## src/rtl/logic_unit_pipe_if.sv

```systemverilog
// Request/result bundle for the pipelined logic unit.
// Master side issues operands and accepts results; slave side is the unit.
// IN_VALID/IN_READY gate requests, Logic_Flag/OUT_READY gate results.
interface logic_unit_pipe_if #(
    parameter int WIDTH = 8
);
    logic [WIDTH-1:0] A;
    logic [WIDTH-1:0] B;
    logic [2:0]       ALU_FUNC;
    logic             IN_VALID;
    logic             IN_READY;
    logic             OUT_READY;
    logic [WIDTH-1:0] Logic_OUT;
    logic             Logic_Flag;
    logic             Zero_Flag;
    logic             Parity_Flag;

    modport master (
        output A, B, ALU_FUNC, IN_VALID, OUT_READY,
        input  IN_READY, Logic_OUT, Logic_Flag, Zero_Flag, Parity_Flag
    );

    modport slave (
        input  A, B, ALU_FUNC, IN_VALID, OUT_READY,
        output IN_READY, Logic_OUT, Logic_Flag, Zero_Flag, Parity_Flag
    );
endinterface

```

## src/rtl/logic_unit_pipe.sv

```systemverilog
// Two-stage pipelined 8-function bitwise logic unit with zero/parity flags.
// Latency: result valid one edge after the accepting edge (two stages, 1/cycle).
// Backpressure: holds up to two requests; IN_READY drops only when both stages full and OUT_READY=0.
module logic_unit_pipe #(
    parameter int WIDTH = 8
) (
    input  logic             i_clk,
    input  logic             i_rst,
    logic_unit_pipe_if.slave bus
);

    // stage 1: operand register
    logic             r_s1_vld;
    logic [WIDTH-1:0] r_a;
    logic [WIDTH-1:0] r_b;
    logic [2:0]       r_func;

    // stage 2: result register
    logic             r_s2_vld;
    logic [WIDTH-1:0] r_res;
    logic             r_zero;
    logic             r_par;

    logic             w_s2_free;
    logic             w_in_rdy;
    logic             w_in_xfer;
    logic             w_move;
    logic             w_out_xfer;
    logic [WIDTH-1:0] w_res;
    logic             w_zero;
    logic             w_par;

    // Stage 2 can take new data if empty or draining this cycle; the input
    // side sees that through IN_READY, which is the only comb in->out path.
    assign w_s2_free  = !r_s2_vld || bus.OUT_READY;
    assign w_in_rdy   = !i_rst && (!r_s1_vld || w_s2_free);
    assign w_in_xfer  = bus.IN_VALID && w_in_rdy;
    assign w_move     = r_s1_vld && w_s2_free;
    assign w_out_xfer = r_s2_vld && bus.OUT_READY;

    // Function decode from the registered operands; all eight codes are legal.
    always_comb begin
        w_res = '0;
        unique case (r_func)
            3'b000:  w_res = r_a & r_b;
            3'b001:  w_res = r_a | r_b;
            3'b010:  w_res = ~(r_a & r_b);
            3'b011:  w_res = ~(r_a | r_b);
            3'b100:  w_res = r_a ^ r_b;
            3'b101:  w_res = ~(r_a ^ r_b);
            3'b110:  w_res = r_a & ~r_b;
            default: w_res = ~r_a;
        endcase
        w_zero = (w_res == '0);
        w_par  = ^w_res;
    end

    // Stage 1: capture operands on input transfer, otherwise empty on handoff.
    // Operand registers keep their old content after handoff.
    always_ff @(posedge i_clk) begin
        if (i_rst) begin
            r_s1_vld <= 1'b0;
            r_a      <= '0;
            r_b      <= '0;
            r_func   <= '0;
        end else if (w_in_xfer) begin
            r_s1_vld <= 1'b1;
            r_a      <= bus.A;
            r_b      <= bus.B;
            r_func   <= bus.ALU_FUNC;
        end else if (w_move) begin
            r_s1_vld <= 1'b0;
        end
    end

    // Stage 2: capture result and flags on handoff, otherwise clear valid on
    // output transfer; data is left untouched so a stall is bit-stable.
    always_ff @(posedge i_clk) begin
        if (i_rst) begin
            r_s2_vld <= 1'b0;
            r_res    <= '0;
            r_zero   <= 1'b0;
            r_par    <= 1'b0;
        end else if (w_move) begin
            r_s2_vld <= 1'b1;
            r_res    <= w_res;
            r_zero   <= w_zero;
            r_par    <= w_par;
        end else if (w_out_xfer) begin
            r_s2_vld <= 1'b0;
        end
    end

    assign bus.IN_READY    = w_in_rdy;
    assign bus.Logic_OUT   = r_res;
    assign bus.Logic_Flag  = r_s2_vld;
    assign bus.Zero_Flag   = r_zero;
    assign bus.Parity_Flag = r_par;

endmodule

```

## src/flat_wrapper.sv

```systemverilog
// flat-port wrapper written by rule: the top's interface ports become plain ports
module logic_unit_pipe_flat 
#(
    parameter int WIDTH = 8
)
  (i_clk, i_rst, bus_A, bus_B, bus_ALU_FUNC, bus_IN_VALID, bus_OUT_READY, bus_IN_READY, bus_Logic_OUT, bus_Logic_Flag, bus_Zero_Flag, bus_Parity_Flag);
  logic_unit_pipe_if #(.WIDTH(WIDTH)) bus_i ();
  input  logic i_clk;
  input  logic i_rst;
  input wire logic [$bits(bus_i.A)-1:0] bus_A;
  input wire logic [$bits(bus_i.B)-1:0] bus_B;
  input wire logic [$bits(bus_i.ALU_FUNC)-1:0] bus_ALU_FUNC;
  input wire logic [$bits(bus_i.IN_VALID)-1:0] bus_IN_VALID;
  input wire logic [$bits(bus_i.OUT_READY)-1:0] bus_OUT_READY;
  output wire logic [$bits(bus_i.IN_READY)-1:0] bus_IN_READY;
  output wire logic [$bits(bus_i.Logic_OUT)-1:0] bus_Logic_OUT;
  output wire logic [$bits(bus_i.Logic_Flag)-1:0] bus_Logic_Flag;
  output wire logic [$bits(bus_i.Zero_Flag)-1:0] bus_Zero_Flag;
  output wire logic [$bits(bus_i.Parity_Flag)-1:0] bus_Parity_Flag;
  assign bus_i.A = bus_A;
  assign bus_i.B = bus_B;
  assign bus_i.ALU_FUNC = bus_ALU_FUNC;
  assign bus_i.IN_VALID = bus_IN_VALID;
  assign bus_i.OUT_READY = bus_OUT_READY;
  assign bus_IN_READY = bus_i.IN_READY;
  assign bus_Logic_OUT = bus_i.Logic_OUT;
  assign bus_Logic_Flag = bus_i.Logic_Flag;
  assign bus_Zero_Flag = bus_i.Zero_Flag;
  assign bus_Parity_Flag = bus_i.Parity_Flag;
  logic_unit_pipe #(.WIDTH(WIDTH)) u_core (.i_clk(i_clk), .i_rst(i_rst), .bus(bus_i));
endmodule
```

## config.mk

```make
export PLATFORM = sky130hd
export DESIGN_NAME = logic_unit_pipe_flat
export DESIGN_NICKNAME = d
export VERILOG_FILES = /design/src/rtl/logic_unit_pipe_if.sv /design/src/rtl/logic_unit_pipe.sv /design/src/flat_wrapper.sv
export SDC_FILE = /design/constraint.sdc
export NUM_CORES = 1
export LEC_CHECK = 0
export CAP_MARGIN = 20
export CORE_ASPECT_RATIO = 0.9
export CORE_UTILIZATION = 40
export CTS_CLUSTER_DIAMETER = 80
export DETAILED_ROUTE_END_ITERATION = 6
export DONT_BUFFER_PORTS = 1
export GPL_ROUTABILITY_DRIVEN = 0
export PLACE_DENSITY = 0.51
export SYNTH_ARGS = -nofsm -noshare
export SYNTH_HDL_FRONTEND = slang
export SYNTH_SLANG_ARGS = --single-unit
```

## constraint.sdc

```tcl
create_clock -name i_clk -period 2.7 [get_ports i_clk]
set_input_delay 0.54 -clock i_clk [delete_from_list [all_inputs] [get_ports i_clk]]
set_output_delay 0.54 -clock i_clk [all_outputs]
set_load 0.05 [all_outputs]
```

==> flow_metrics.tcl, run 1 <==
set metrics [dict create \
    status "finished clean" \
    drive_gt1_share_pct 7.57 \
    syn_area_per_cell_um2 8.39 \
    hpwl_mm 3.22 \
    antenna_left 0 \
    ios 35 \
    nNetsFinal 301 \
    final_util_pct 45.8 \
    avgViaCountPerCell 5.32 \
    drcViolationCount 0 \
    postCtsSetupBuffers 0 \
    row_count 24 \
    critPathKind "flop to flop" \
    power.share.combinational_pct 23.2 \
    first_global_vias 1665 \
    end_kind "flop" \
    drt-wirelength-per-cell_um 14.1 \
    p_leak_nw 0.926 \
    cts_buffer_depth 2 \
    tightest_slew_ns 0.654 \
    synth_edf_count 0 \
    hold_buffers 0 \
    rr_worst_depth 9 \
    async_reset_ff_share_pct 0 \
    grt_overflow_total 0 \
    cts_resized 0 \
    p_per_area_nw_per_um2 555 \
    critPathMaxFanout 14 \
    grtUsageMet3_pct 4.90 \
    slowest_stage "dfxtp_1" \
    busiest_layer "met2" \
    area_delta_synth_final_pct 7.48 \
    fin_worst_skew_ns 0.00235 \
    seq_area_frac_synth_pct 29.2 \
    fin_crit_sh_pct 88.7 \
    ir_worst_vdd_uv 211 \
    r2r_start "u_core.r_func[1]" \
    grt_use_met1_pct 23.7 \
    slowest_delay_ns 0.66 \
    crit_start "u_core.r_func[1]" \
    path_clk_slew_ns 0.07 \
    slew_headroom_pct 56.3 \
    fin_crit_ns 2.39 \
    crit_path_cell_trace "buf_4 > mux2_1 > o22ai_1 > a21oi_1 > nand2_1 > ha_1 > xor2_1 > xnor2_1 > a211oi_1" \
    synth_flop_cell "dfxtp_1" \
    cp-endpoint "u_core.bus.Parity_Flag" \
    tns_ns 0 \
    crit_required_ns 2.90 \
    die_y_um 71.1 \
    io_buffers 0 \
    power_w 0.00127 \
    vias 1682 \
    start_util_pct 42.6 \
    diodes 0 \
    synth_nets 304 \
    startpoint_type "flop" \
    cts_max_level 2 \
    die-width_um 78.8 \
    clockRootBuffer "clkbuf_8" \
    dr.pass1.iters 4 \
    yosys_warnings 0 \
    drt_iter0_drc 94 \
    design.core.area_um2 4980 \
    p_sw_w 0.000406 \
    synth_area_um2 2120 \
    grt_usage_pct 18.0 \
    ys_ff_latch 31 \
    hold_path.class "input pin to flop" \
    clock_sinks 31 \
    cp.arrival_ns 2.59 \
    r2r-end "u_core.bus.Parity_Flag" \
    max_freq_mhz 418 \
    cts_buffers 5 \
    wirelength_mm 4.45 \
    mostFrequentLayoutCells "nand2_1, dfxtp_1, ha_1" \
    die-area_um2 5600 \
    ys_types 38 \
    synthCells 253 \
    internal-power_w 0.000862 \
    cts_tree "done" \
    clockPowerShare_pct 32.1 \
    clock_latency_ns 0.28 \
    rrSetupSlack_ns 0.31 \
    cap_violations 0 \
    grt_pass1_wl_mm 7.88 \
    setup_viol 0 \
    switching_share_pct 32.0 \
    hold_violations 0 \
    seq_power_share_pct 44.7 \
    maxSlewViolCount 0 \
    antenna_found_initial 0 \
    rsz0062_at_grt "false" \
    grt_max_degree 37 \
    final_common_cell "nand2_1" \
    met2_usage_pct 28.7 \
]
[metrics by stage]
| step | std cells | setup slack, ns | cell area (µm²) | hold slack [ns] |
|---|---|---|---|---|
| after detailed placement | 308 | 0.351 | 2180 | 0.522 |
| after global routing | 316 | 0.0682 | 2280 | 0.309 |
| after CTS | 316 | 0.308 | 2280 | 0.315 |
| after global placement | 308 | 0.398 | 2180 | 0.518 |
| final | 316 | 0.306 | 2280 | 0.324 |
| after floorplan | 253 | 0.491 | 2120 | 0.495 |
[area by class of cell]
| cell class | count | area, µm² |
|---|---|---|
| fillers | 534 | 2700 |
| multi-input cells | 185 | 1350 |
| flip-flops and latches | 31 | 621 |
| clock buffers | 8 | 100 |
| well taps | 65 | 81.3 |
| inverters | 20 | 75.1 |
| repair buffers | 7 | 52.6 |
[critical path, delay by kind of cell, from the launching register on]
family                   cells  cell delay [ns]
multiplexers                 1             0.33
XOR/XNOR                     2             0.29
adder cells (fa/ha/maj)      1             0.24
AND/OR/NAND/NOR              1             0.08
buffers and inverters        1             0.26
flip-flops                   1             0.66
AO/OA/AOI/OAI                3             0.45
[Yosys cell counts, types with 2 or more instances]
library cell / number / area (µm²)
a211oi_1: 4 / 30.0
a21oi_1: 16 / 80.1
a31o_1: 2 / 17.5
a32oi_1: 4 / 35.0
and3_1: 2 / 12.5
buf_2: 7 / 35.0
buf_6: 2 / 22.5
clkbuf_1: 8 / 30.0
dfxtp_1: 31 / 621
ha_1: 28 / 350
inv_1: 19 / 71.3
mux2_1: 4 / 45.0
mux2i_1: 2 / 20.0
nand2_1: 32 / 120
nand2b_1: 9 / 56.3
nand3_1: 2 / 10.0
nand3b_1: 8 / 60.1
nor2_1: 10 / 37.5
nor2b_1: 3 / 18.8
nor3b_1: 2 / 15.0
nor4bb_1: 3 / 30.0
o21ai_1: 6 / 30.0
o22ai_1: 4 / 25.0
o31ai_1: 19 / 143
or2_1: 4 / 25.0
xnor2_1: 6 / 52.6
xor2_1: 5 / 43.8
[power groups by stage]
stage	registers [W]	clock network, W	logic (W)
2_1_floorplan	0.000562	0	0.000253
3_3_place_gp	0.000577	0	0.000296
3_5_place_dp	0.000577	0	0.000295
4_1_cts	0.000567	0.000417	0.000298
5_1_grt	0.000573	0.000439	0.000343
6_report	0.000566	0.000407	0.000294
[routing by layer]
layer / share of wire [%] / vias to the layer above
met3: 4.2 / 4
li1: - / 871
met2: 44 / 30
met5: 0 / -
met1: 51 / 777
met4: 0.58 / 0
[flip-flops by register name, indices dropped and copies added (netlist names)]
name / count
u_core.bus.Logic_OUT: 8
u_core.r_a: 8
u_core.r_b: 8
u_core.r_func: 3
u_core.bus.Logic_Flag: 1
u_core.bus.Parity_Flag: 1
u_core.bus.Zero_Flag: 1
u_core.r_s1_vld: 1
[how the worst min path moves through the flow]
| stage | start | end | cells after the start |
|---|---|---|---|
| 3_3_place_gp | u_core.r_b[5] | u_core.r_b[5] | 2 |
| 6_report | i_rst | u_core.bus.Logic_OUT[5] | 1 |
| 2_1_floorplan | u_core.r_b[7] | u_core.r_b[7] | 2 |
| 5_1_grt | i_rst | u_core.bus.Logic_OUT[5] | 1 |
| 4_1_cts | i_rst | u_core.bus.Logic_OUT[5] | 1 |
| 3_5_place_dp | u_core.r_b[2] | u_core.r_b[2] | 2 |
[cell families after synthesis]
kind of cell,count (synthesis),share of synthesized area (%)
DFF,31,29.2
muxes,6,3.06
AOI/OAI and AO/OA,58,18.2
buffers and inverters,37,7.66
and+or+nand+nor,82,20.8
adders and majority gates,28,16.5
xor gates and xnor gates,11,4.54
No activity file was read; power rests on OpenSTA's default activity.
==> inputs of run 2 (changes only) <==
--- a/config.mk
+++ b/config.mk
@@ -7,6 +7,7 @@
 export LEC_CHECK = 0
 export CAP_MARGIN = 20
 export CORE_ASPECT_RATIO = 0.9
+export CORE_MARGIN = 1.5
 export CORE_UTILIZATION = 40
 export CTS_CLUSTER_DIAMETER = 80
 export DETAILED_ROUTE_END_ITERATION = 6
==> run 2 against run 1 <==
  * Clock skew increased by 0.0014 ns
  * Total power fell by 0.75%
  * Worst hold slack worse by 0.0029 ns
  * First-iteration DRC count down 13%
  * Critical path type unchanged
  * Largest cell class unchanged
  * Highest routed layer unchanged
==> flow_metrics.tcl, run 2 (synthesized netlist as in run 1, its figures left out) <==
set metrics [dict create \
    drive_gt1_share_pct 7.94 \
    io_buffers 0 \
    startpoint_type "flop" \
    critPathMaxFanout 4 \
    fin_worst_skew_ns 0.00370 \
    fill_cells 530 \
    clock_latency_ns 0.28 \
    grt_overflow_total 0 \
    status "finished clean" \
    drcViolationCount 0 \
    ir_worst_vdd_uv 303 \
    whs_path_depth 1 \
    drt_iter0_drc 82 \
    hold_violations 0 \
    area_delta_synth_final_pct 7.84 \
    path_clk_slew_ns 0.06 \
    hold_path.class "input pin to flop" \
    cts_tree "done" \
    final_util_pct 45.9 \
    p_leak_nw 0.932 \
    setup_viol 0 \
    mostFrequentLayoutCells "nand2_1, dfxtp_1, ha_1" \
    drt-wirelength-per-cell_um 13.3 \
    r2r_start "u_core.r_a[0]" \
    clock_sinks 31 \
    final_common_cell "nand2_1" \
    cts_buffers 5 \
    fin_crit_ns 2.27 \
    wirelength_mm 4.22 \
    critPathKind "flop to flop" \
    grt_max_degree 39 \
    cap_violations 0 \
    diodes 0 \
    postCtsSetupBuffers 0 \
    maxSlewViolCount 0 \
    antenna_found_initial 0 \
    row_count 24 \
    end_kind "flop" \
    rrSetupSlack_ns 0.43 \
    start_util_pct 42.6 \
    tightest_slew_ns 0.665 \
    p_per_area_nw_per_um2 549 \
    avgViaCountPerCell 5.16 \
    ios 35 \
    hpwl_mm 3.13 \
    vias 1635 \
    first_global_vias 1624 \
    die-area_um2 5760 \
    r2r-end "u_core.bus.Parity_Flag" \
    clockRootBuffer "clkbuf_8" \
    max_freq_mhz 440 \
    hold_path_end "u_core.bus.Logic_Flag" \
    antenna_left 0 \
    rsz0062_at_grt "false" \
    die-width_um 79.8 \
    cp.arrival_ns 2.48 \
    crit_required_ns 2.90 \
    fin_crit_sh_pct 84.2 \
    rr_worst_depth 9 \
    die_y_um 72.1 \
    cts_resized 0 \
    grt_pass1_wl_mm 7.43 \
    dr.pass1.iters 4 \
    nNetsFinal 302 \
    slew_headroom_pct 55.6 \
    hold_buffers 0 \
    design.core.area_um2 4980 \
    min_from "i_rst" \
    tns_ns 0 \
    grt_usage_pct 16.4 \
    cts_max_level 2 \
    cts_buffer_depth 2 \
]
## run 2: how the worst max path moves through the flow
stage                       start                     end  slack [ns]  cells past startpoint
floorplan                   i_rst            bus_IN_READY        0.49                      3
global placement    u_core.r_a[0]  u_core.bus.Parity_Flag        0.44                      9
detailed placement  u_core.r_a[0]  u_core.bus.Parity_Flag        0.41                      9
CTS                 u_core.r_a[0]  u_core.bus.Parity_Flag        0.40                      9
global route        u_core.r_a[0]  u_core.bus.Parity_Flag        0.24                      9
finish              u_core.r_a[0]  u_core.bus.Parity_Flag        0.43                      9
## run 2: area by class of cell
class	instances	area (µm²)	share of cell area, %
Inverter	20	75.1	3.28
Sequential cell	31	621	27.1
Tap cell	65	81.3	3.55
Clock buffer	8	100	4.37
Timing Repair Buffer	8	60.1	2.62
Multi-Input combinational cell	185	1350	59.1
## run 2: critical path, stage by stage, from the launching register on
cell      delay (ns)
dfxtp_1         0.37
inv_1           0.07
ha_1            0.28
mux2i_1         0.13
o22ai_1         0.09
or3b_1          0.43
ha_1            0.32
xor2_1          0.17
xnor2_1         0.12
a211oi_1        0.21
## run 2: metal layers
layer	global-route usage [%]	wire length [µm]	up-vias
met4	5.17	60	0
met1	21.7	2130	738
met5	0	0	-
met3	4.40	171	8
li1	-	-	867
met2	26.3	1850	22
## run 2: metrics by stage
step	cell area (µm²)	instances	setup slack, ns	total power (W)	hold slack [ns]
after CTS	2290	317	0.399	0.00128	0.313
after floorplan	2120	253	0.491	0.000816	0.495
after global placement	2190	309	0.445	0.000870	0.522
after detailed placement	2190	309	0.411	0.000871	0.526
after global routing	2290	317	0.236	0.00136	0.303
final	2290	317	0.426	0.00126	0.321
## run 2: where the power goes
part	switching (W)	internal [W]
clock network	0.000168	0.000232
logic	0.000159	0.000139
registers	0.0000684	0.000492
total	0.000395	0.000863
